$ cat config.mk
export PLATFORM = sky130hd
export DESIGN_NAME = pipeline_stall_ctrl
export DESIGN_NICKNAME = d
export VERILOG_FILES = /design/src/rtl/pipe_ctrl_pkg.sv /design/src/rtl/sat_counter.sv /design/src/rtl/pipeline_stall_ctrl.sv
export SDC_FILE = /design/constraint.sdc
export NUM_CORES = 1
export LEC_CHECK = 0
export ABC_AREA = 1
export BUFFER_PORTS_ARGS = -buffer_cell sky130_fd_sc_hd__buf_2
export CORE_MARGIN = 4
export CORE_UTILIZATION = 35
export DETAILED_ROUTE_END_ITERATION = 10
export GPL_ROUTABILITY_DRIVEN = 1
export GPL_TIMING_DRIVEN = 0
export MAX_ROUTING_LAYER = met4
export PLACE_DENSITY = 0.5
export SYNTH_ARGS = -nofsm -noshare
export SYNTH_HDL_FRONTEND = slang
export SYNTH_SLANG_ARGS = --single-unit
$ cat constraint.sdc
create_clock -name clk -period 4.6 [get_ports clk]
set_input_delay 0.92 -clock clk [delete_from_list [all_inputs] [get_ports clk]]
set_output_delay 0.92 -clock clk [all_outputs]
set_load 0.005 [all_outputs]
$ cat src/rtl/pipe_ctrl_pkg.sv
// Shared types and defaults for the pipeline stall/flush sequencer.
package pipe_ctrl_pkg;

  typedef enum logic [1:0] {
    ST_RUN      = 2'd0,
    ST_MEM_WAIT = 2'd1,
    ST_ERROR    = 2'd2
  } state_t;

  localparam int DEF_TIMEOUT = 16;
  localparam int DEF_CNT_W   = 16;

endpackage

$ cat src/rtl/sat_counter.sv
// Saturating up-counter with synchronous reset and clear; clear drops the same-cycle increment.
module sat_counter #(
  parameter int W = 16
) (
  input  logic         clk,
  input  logic         rst,
  input  logic         clr,
  input  logic         inc,
  output logic [W-1:0] q
);

  always_ff @(posedge clk) begin
    if (rst || clr)
      q <= '0;
    else if (inc && (q != {W{1'b1}}))
      q <= q + W'(1);
  end

endmodule

$ cat src/rtl/pipeline_stall_ctrl.sv
// Stall/flush sequencer: merges hazard, branch and SRAM handshake into per-stage
// freeze/flush controls, with a MEM wait timeout and saturating statistics.
module pipeline_stall_ctrl
  import pipe_ctrl_pkg::*;
#(
  parameter int TIMEOUT = DEF_TIMEOUT,
  parameter int CNT_W   = DEF_CNT_W
) (
  input  logic             clk,
  input  logic             rst,
  input  logic             hazard_detected,
  input  logic             branch_taken,
  input  logic             mem_req,
  input  logic             mem_ready,
  input  logic             clr_stats,
  output logic             freeze_if,
  output logic             flush_if,
  output logic             flush_id,
  output logic             freeze_all,
  output logic             mem_timeout,
  output logic [CNT_W-1:0] stall_cycles,
  output logic [CNT_W-1:0] flush_events
);

  localparam int WC_W = $clog2(TIMEOUT + 1);

  state_t          state, state_nxt;
  logic [WC_W-1:0] wait_cnt, wait_nxt;

  always_comb begin
    state_nxt  = state;
    wait_nxt   = wait_cnt;
    freeze_all = 1'b0;
    case (state)
      ST_RUN: begin
        if (mem_req && !mem_ready) begin
          freeze_all = 1'b1;
          state_nxt  = ST_MEM_WAIT;
          wait_nxt   = WC_W'(1);
        end
      end
      ST_MEM_WAIT: begin
        freeze_all = !mem_ready;
        // ready in the same cycle the count hits TIMEOUT still releases
        if (mem_ready) begin
          state_nxt = ST_RUN;
          wait_nxt  = '0;
        end else if (wait_cnt == WC_W'(TIMEOUT)) begin
          state_nxt = ST_ERROR;
        end else begin
          wait_nxt = wait_cnt + WC_W'(1);
        end
      end
      default: begin
        freeze_all = 1'b1;
        state_nxt  = ST_ERROR;
      end
    endcase
  end

  // Branch squashes the hazarding instruction, so it wins over the hazard stall.
  always_comb begin
    freeze_if = 1'b0;
    flush_if  = 1'b0;
    flush_id  = 1'b0;
    if (freeze_all) begin
      freeze_if = 1'b1;
    end else if (branch_taken) begin
      flush_if = 1'b1;
      flush_id = 1'b1;
    end else if (hazard_detected) begin
      freeze_if = 1'b1;
      flush_id  = 1'b1;
    end
  end

  always_ff @(posedge clk) begin
    if (rst) begin
      state    <= ST_RUN;
      wait_cnt <= '0;
    end else begin
      state    <= state_nxt;
      wait_cnt <= wait_nxt;
    end
  end

  assign mem_timeout = (state == ST_ERROR);

  sat_counter #(.W(CNT_W)) u_stall_cnt (
    .clk (clk),
    .rst (rst),
    .clr (clr_stats),
    .inc (freeze_if | freeze_all),
    .q   (stall_cycles)
  );

  sat_counter #(.W(CNT_W)) u_flush_cnt (
    .clk (clk),
    .rst (rst),
    .clr (clr_stats),
    .inc (flush_if),
    .q   (flush_events)
  );

endmodule

==> results of run 1 <==
## worst max-delay path, delay by kind of cell
kind	cells	cell delay, ns
simple gates	4	0.40
buf+inv	4	0.44
## cell families (layout without fill, tap and decap cells)
group,count (synthesis),after routing
simple gates,234,234
xor+xnor,12,12
buf+inv,48,98
flops,39,39
compound gates,43,43
fa+ha+maj,4,4
## stage by stage
| step | utilization (%) | cell area, sq um |
|---|---|---|
| global route | 42.7 | 2920 |
| detailed placement | 41.0 | 2800 |
| floorplan | - | 2470 |
| finish | 42.7 | 2920 |
| global placement | 41.0 | 2800 |
| CTS | 42.7 | 2920 |
## registers in the layout (all words and copies together) (netlist names)
name           cells
u_stall_cnt.q     16
state              2
wait_cnt           5
u_flush_cnt.q     16
## power by group
group	switching [mW]	leakage (nW)	internal (mW)
clock network	0.126	0.0612	0.176
registers	0.00698	0.315	0.342
logic	0.0580	0.819	0.0309
total	0.191	1.20	0.549
## layer usage
metal | vias up | share of wire [%] | track usage [%] | wire [um]
li1 | 1304 | - | - | -
met1 | 1110 | 46 | 19.1 | 2920
met2 | 42 | 48 | 28.0 | 3050
met3 | 6 | 4.1 | 2.95 | 259
met4 | 0 | 1.2 | 4.08 | 74
met5 | - | 0 | - | 0
## path summary, 6_finish.rpt
path	end	slack, ns	depth (start not counted)
worst max-delay path	flush_if	1.93	8
worst min-delay path	wait_cnt[4]	0.51	2
worst max register to register	u_stall_cnt.q[4]	2.77	9
worst min register to register	wait_cnt[4]	0.51	2
## synthesized netlist by cell type (2+ instances only)
| cell | count |
|---|---|
| o21ai_0 | 9 |
| ha_1 | 4 |
| nor2_2 | 3 |
| xnor2_1 | 6 |
| xor2_1 | 6 |
| dfxtp_1 | 39 |
| nand4_1 | 17 |
| o21bai_1 | 2 |
| nor2_4 | 4 |
| nor2_1 | 55 |
| nand2_2 | 13 |
| a21oi_2 | 8 |
| nand3_1 | 24 |
| nor3_1 | 2 |
| a21oi_1 | 22 |
| inv_2 | 3 |
| nand2_4 | 2 |
| nand2_1 | 111 |
| inv_1 | 38 |
| buf_6 | 2 |
| buf_2 | 2 |
## final cells by class
type	count	share of cell area, %
Buffer	7	2.06
Inverter	41	5.28
Timing Repair Buffer	42	7.21
Clock buffer	6	2.83
Sequential cell	39	26.8
Tap cell	96	4.12
Multi-Input combinational cell	293	50.5
Clock inverter	2	1.20
==> reports/summary.txt, run 1 <==
share of cells above drive strength 1 = 20.9%
CTS sink count = 39
initial antenna violation count = 0
Buffers on Ports = 42
CP Launch Type = input port
critical path type = in2out
register area share after synthesis = 31.6%
Resized Gates After CTS = 0
CTS Hold Bufs = 0
clock-pin slew on the worst setup and hold paths = 0.08 ns
antenna diode count = 0
# setup viols final = 0
ANT nets after route = 0
post-synthesis cell type count = 29
clk_lat worst skew = 0.29 ns
commonest register cell after synthesis = dfxtp_1
Tcrit/Tclk final = 58.0%
post-synthesis adder-cell area fraction = 2.03%
clk buf depth = 2
num rows = 30
post-place setup slack = 1.93 ns
via count = 2462
Slew HR = 59.2%
hold_ws = 0.506 ns
first-pass GRT wire length = 10.9 mm
Min-Delay Startpoint = wait_cnt[4]
clock skew = 0.00254 ns
grt ovf = 0
Die Ht = 92.0 um
cell count after synthesis = 380
CTS tree = yes
Final Hold Vio Count = 0
commonest non-fill, non-tap cell in the layout = nand2_1
leakage = 1.20 nW
Detailed Route WL = 6.30 mm
cell taking the most area after synthesis = dfxtp_1
CP Launch Point = mem_ready
via/cell ratio = 4.68
#FFs+latches synth = 39
Pwr Density = 254 nW/um^2
Slew @ Worst Pin = 0.612 ns
Reg area = 781 sq um
FF-to-FF Start = u_stall_cnt.q[0]
CP max-delay cell = buf_2
Die X = 92.0 um
synth top area cells = dfxtp_1, nand2_1, nor2_1, inv_1, nand3_1
mux cell area share after synthesis = 0%
core area = 6830 sq um
Post-Synthesis Cell Area = 2470 sq um
CP arrival = 1.75 ns
area share of the largest cell type after synthesis = 31.6%
num ports = 44
crit-path max FO = 6
placed cells = 518
Synth async-reset ratio = 0%
min setup slack post-route = 1.93 ns
GR Util All Layers = 16.1%
Die Area = 8460 sq um
DR iter-0 viols = 84
maxcap violations = 0
Mapped Nets = 391
Period minus WS final = 2.67 ns
HP Class = reg2reg
Wirelength per Cell = 12.0 um
area delta synth->final = 18.1%
number of synthesized flops with an enable pin = 0
simple-gate share of the synthesized area = 43.0%
drt pass-1 iters = 4
Fmax = 375 MHz
area of the multi-input gates = 1470 sq um
via count of the first global-routing pass = 2339
CP Cell Sequence = buf_2 > inv_2 > nand2_1 > nand2_2 > nand2_1 > nand2_2 > inv_1 > buf_2
largest net degree at the start of global routing = 13
H-tree levels = 2
detailed placer's ending HPWL = 4.76 mm
fin nets = 440
Power, Total = 0.740 mW
global placer's final weighted congestion = 0.886
CP Capture Type = output pin
Post-Syn Area per Cell = 6.50 sq um
RSZ-0062 raised after global routing = no
Final Non-Filler Cells = 526
initial core utilization = 36.1%
clk root buf = clkbuf_8
Filler Cells Inserted = 759
setup bufs post-CTS = 0
clock buffer count from CTS = 5
outcome = finished clean
Max VDD drop = 0.000124 V
Synth Area in XOR/XNOR = 4.26%
largest family of logic cells by synthesized area = simple AND/OR/NAND/NOR gates
Worst EP required = 3.68 ns
synth warn = 0
post-synthesis compound-gate area fraction = 10.4%
Final Max Slew Viols = 0
commonest cells after routing, fill and taps aside = nand2_1, nor2_1, buf_2, dfxtp_1, inv_1
biggest cell delay along the critical path = 0.14 ns
DR DRC count = 0
Setup TNS Final = 0 ns
Power figures use the tool's default switching activity.
==> run 2: changes to the inputs <==
--- a/config.mk
+++ b/config.mk
@@ -13,7 +13,7 @@
 export GPL_ROUTABILITY_DRIVEN = 1
 export GPL_TIMING_DRIVEN = 0
 export MAX_ROUTING_LAYER = met4
-export PLACE_DENSITY = 0.5
+export PLACE_DENSITY = 0.52
 export SYNTH_ARGS = -nofsm -noshare
 export SYNTH_HDL_FRONTEND = slang
 export SYNTH_SLANG_ARGS = --single-unit
==> constraint.sdc (replaced) <==
create_clock -name clk -period 2.35 [get_ports clk]
set_input_delay 0.47 -clock clk [delete_from_list [all_inputs] [get_ports clk]]
set_output_delay 0.47 -clock clk [all_outputs]
set_load 0.005 [all_outputs]
==> run 2 against run 1 <==
Clock power rose by 96%. Sequential share of layout area did not move. Sequential power rose by 96%. First-iteration DRC count fell by 23%. Global-route usage fell by 0.24 points. Utilization did not move.
==> reports/summary.txt, run 2 (synthesis gave the netlist of run 1 again) <==
outcome = finished clean
worst path bufs/invs = 3
CTS Hold Bufs = 0
CP max-delay cell = dfxtp_1
Final Non-Filler Cells = 526
Die X = 92.0 um
Fmax = 533 MHz
CP Capture Type = output pin
worst setup path end = flush_if
RSZ-0062 raised after global routing = no
Power, Total = 1.45 mW
Wirelength per Cell = 11.8 um
leakage = 1.20 nW
Buffers on Ports = 42
via count of the first global-routing pass = 2333
initial antenna violation count = 0
fin nets = 440
Worst path top cell family by delay = buffers and inverters
most frequent CP cell = inv_1
Final Hold Vio Count = 0
FF-to-FF End = u_stall_cnt.q[5]
Final Max Slew Viols = 0
clk root buf = clkbuf_8
FF-to-FF Start = u_stall_cnt.q[0]
Tcrit/Tclk final = 79.8%
placed cells = 518
H-tree levels = 2
biggest cell delay along the critical path = 0.32 ns
area of the multi-input gates = 1470 sq um
Slew @ Worst Pin = 0.604 ns
DR iter-0 viols = 65
CTS tree = yes
Setup TNS Final = 0 ns
Filler Cells Inserted = 770
core area = 6830 sq um
clock-pin slew on the worst setup and hold paths = 0.08 ns
first-pass GRT wire length = 10.7 mm
reg-to-reg slack, setup = 0.48 ns
commonest cells after routing, fill and taps aside = nand2_1, nor2_1, buf_2, dfxtp_1, inv_1
Slew HR = 59.7%
antenna diode count = 0
grt ovf = 0
num ports = 44
clock buffer count from CTS = 5
clk buf depth = 2
Detailed Route WL = 6.22 mm
share of cells above drive strength 1 = 20.9%
CP arrival = 1.41 ns
CP Launch Point = state[1]
DR DRC count = 0
final core area utilization = 42.7%
biggest regs = u_flush_cnt.q (16), u_stall_cnt.q (16), wait_cnt (5)
Pwr Density = 496 nW/um^2
clock skew = 0.00813 ns
global placer's final weighted congestion = 0.835
Reg area = 781 sq um
via/cell ratio = 4.70
GR Util All Layers = 15.8%
Die Area = 8460 sq um
setup bufs post-CTS = 0
HP Class = reg2reg
CTS sink count = 39
CP Cell Sequence = inv_1 > nand3_1 > nand2_1 > nand2_2 > inv_1 > buf_2
area delta synth->final = 18.1%
Max VDD drop = 0.000274 V
hold_ws = 0.503 ns
crit-path max FO = 7
critical path type = reg2out
Die Ht = 92.0 um
clk_lat worst skew = 0.29 ns
worst r2r path cells = 9
ANT nets after route = 0
CP Launch Type = register
# setup viols final = 0
Resized Gates After CTS = 0
initial core utilization = 36.1%
drt pass-1 iters = 4
Levels on crit path = 6
Worst EP required = 1.88 ns
largest net degree at the start of global routing = 13
detailed placer's ending HPWL = 4.67 mm
num rows = 30
maxcap violations = 0
commonest non-fill, non-tap cell in the layout = nand2_1
Period minus WS final = 1.88 ns
via count = 2473
==> run 2: cell counts in the layout (fill, tap and decap cells not counted) <==
No cell type changed its count.
==> run 2: worst min-delay path by stage <==
| stage | from | end | slack [ns] | depth (start not counted) |
|---|---|---|---|---|
| finish | wait_cnt[4] | wait_cnt[4] | 0.50 | 2 |
| detailed placement | wait_cnt[4] | wait_cnt[4] | 0.50 | 2 |
| global placement | wait_cnt[4] | wait_cnt[4] | 0.49 | 2 |
| floorplan | wait_cnt[4] | wait_cnt[4] | 0.47 | 2 |
| CTS | wait_cnt[4] | wait_cnt[4] | 0.51 | 2 |
| global route | wait_cnt[4] | wait_cnt[4] | 0.54 | 2 |
==> run 2: layer usage <==
layer  GRT usage (%)  routed length (um)  vias up
li1                -                   -     1312
met1            19.1                2980     1124
met2            27.1                2980       33
met3            3.12                 202        4
met4            3.96                  63        0
met5               -                   0        -
==> run 2: area by class of cell <==
| cell class | instances | area share (%) |
|---|---|---|
| clock buffers | 6 | 2.83 |
| plain buffers | 7 | 2.06 |
| flip-flops and latches | 39 | 26.8 |
| inverters | 41 | 5.28 |
| multi-input cells | 293 | 50.5 |
| repair buffers | 42 | 7.21 |
| well taps | 96 | 4.12 |
| clock inverters | 2 | 1.20 |
==> run 2: tightest hold or removal path, cell delays in order, from the launching register on <==
cell and delay [ns]:
dfxtp_1 0.34, nand2_1 0.07, a21oi_1 0.05
==> run 2: power by group <==
group | switching (mW) | internal, mW | leakage [nW]
sequential | 0.0143 | 0.670 | 0.315
combinational | 0.113 | 0.0604 | 0.819
clock | 0.246 | 0.344 | 0.0612
==> run 2: per-stage QoR <==
stage | instance area, sq um | setup slack [ns]
finish | 2920 | 0.474
global route | 2920 | 0.278
CTS | 2920 | 0.445
detailed placement | 2800 | 0.448
global placement | 2800 | 0.457
floorplan | 2470 | 0.804
==> run 3: changes to the inputs <==
==> constraint.sdc (replaced) <==
create_clock -name clk -period 1.6 [get_ports clk]
set_input_delay 0.32 -clock clk [delete_from_list [all_inputs] [get_ports clk]]
set_output_delay 0.32 -clock clk [all_outputs]
set_load 0.005 [all_outputs]
==> run 3 against run 2 <==
Global-route usage up 0.21 points. Sequential cell count did not move. Die area unchanged. Sequential share of layout area decreased by 0.54 points. Non-clock buffer count rose by 6. Largest power group unchanged. Critical path depth stayed put. First-iteration DRC count is 4.6% lower. Count of clock-buffer cells in the layout did not move. Highest routed layer unchanged. Combinational power increased by 73%. Sequential power grew 47%. Design area up 6.3%. Utilization increased by 2.7 points.
==> reports/summary.txt, run 3 (synthesis gave the netlist of run 1 again) <==
outcome = finished clean
antenna diode count = 0
clock buffer count from CTS = 5
Tcrit/Tclk final = 94.4%
num ports = 44
GR Util All Layers = 16.0%
area of the multi-input gates = 1570 sq um
CP Capture Type = output pin
global placer's final weighted congestion = 0.835
CP Launch Type = register
share of cells above drive strength 1 = 29.8%
Max VDD drop = 0.000399 V
drt pass-1 iters = 4
via/cell ratio = 4.70
clk buf depth = 2
crit-path max FO = 4
Period minus WS final = 1.51 ns
Setup TNS Final = 0 ns
area delta synth->final = 25.6%
Power, Total = 2.17 mW
worst r2r path cells = 9
maxcap violations = 0
num rows = 30
post-route cell area = 3100 sq um
Slew @ Worst Pin = 0.601 ns
# setup viols final = 0
H-tree levels = 2
CTS sink count = 39
worst hold stages = 4
Wirelength per Cell = 12.0 um
initial core utilization = 36.1%
clk_lat worst skew = 0.29 ns
ANT nets after route = 0
leakage = 1.26 nW
placed instance area = 2800 sq um
Detailed Route WL = 6.36 mm
clock-pin slew on the worst setup and hold paths = 0.08 ns
first-pass GRT wire length = 10.8 mm
via count of the first global-routing pass = 2363
Die Area = 8460 sq um
critical path type = reg2out
clock skew = 0.00701 ns
CP arrival = 1.19 ns
commonest non-fill, non-tap cell in the layout = nand2_1
core area = 6830 sq um
Final Hold Vio Count = 0
Final Max Slew Viols = 0
largest net degree at the start of global routing = 13
Fmax = 662 MHz
HP Class = in2reg
fin nets = 446
clk root buf = clkbuf_8
initial antenna violation count = 0
detailed placer's ending HPWL = 4.67 mm
Die X = 92.0 um
Filler Cells Inserted = 747
Worst EP required = 1.28 ns
Slew HR = 59.9%
Buffers on Ports = 42
Die Ht = 92.0 um
commonest cells after routing, fill and taps aside = nand2_1, nor2_1, buf_2, inv_1, a21oi_1
via count = 2500
Reg area = 813 sq um
Pwr Density = 699 nW/um^2
biggest regs = u_flush_cnt.q (16), u_stall_cnt.q (16), wait_cnt (5)
hold_ws = 0.360 ns
grt ovf = 0
DR DRC count = 0
DR iter-0 viols = 62
CTS tree = yes
[run 3: path summary, 6_finish.rpt]
path / from / to / slack, ns
hold / removal: clr_stats / u_flush_cnt.q[15] / 0.36
setup reg to reg: u_flush_cnt.q[8] / u_flush_cnt.q[10] / 0.11
setup / recovery: state[0] / flush_id / 0.09
hold reg to reg: u_flush_cnt.q[6] / u_flush_cnt.q[6] / 0.50
[run 3: worst max-delay path, stage by stage (launching register included)]
cell	delay [ns]
dfxtp_4	0.37
nor2_4	0.09
nand2_2	0.08
nand2_4	0.09
inv_1	0.05
o21ai_1	0.10
buf_2	0.12
[run 3: power by group]
group | total (mW) | internal, mW | switching, mW | leakage (nW)
Sequential | 1.01 | 0.984 | 0.0249 | 0.325
Combinational | 0.299 | 0.120 | 0.180 | 0.877
Clock | 0.861 | 0.505 | 0.356 | 0.0612
[run 3: layer usage]
layer / track usage, % / wire (um) / vias to the layer above / part of all wire, %
met3: 3.12 / 226 / 4 / 3.6
met4: 3.96 / 63 / 0 / 0.99
met1: 19.1 / 2980 / 1130 / 47
met5: - / 0 / - / 0
met2: 27.9 / 3090 / 46 / 49
li1: - / - / 1320 / -
[run 3: repair_timing]
item | in CTS | in global routing
resized for setup | 20 | 30
setup endpoints to repair | 34 | 35
setup buffers | 4 | 2
gates cloned | 0 | 0
pin swaps | 3 | 5
hold buffers | 0 | 0
[run 3: metrics by stage]
| stage | std cells | utilization (%) | setup slack [ns] |
|---|---|---|---|
| 2_1_floorplan | 380 | - | 0.0537 |
| 3_3_place_gp | 518 | 41.0 | -0.254 |
| 3_5_place_dp | 518 | 41.0 | -0.274 |
| 4_1_cts | 530 | 44.0 | 0.000105 |
| 5_1_grt | 532 | 45.4 | -0.0192 |
| 6_report | 532 | 45.4 | 0.0898 |
[run 3: final cells by class]
type / count / area share [%]
clock inverter: 2 / 1.13
timing repair buffer: 48 / 8.23
sequential: 39 / 26.2
inverter: 41 / 4.96
buffer: 7 / 2.14
tap: 96 / 3.87
clock buffer: 6 / 2.66
multi-input combinational: 293 / 50.8
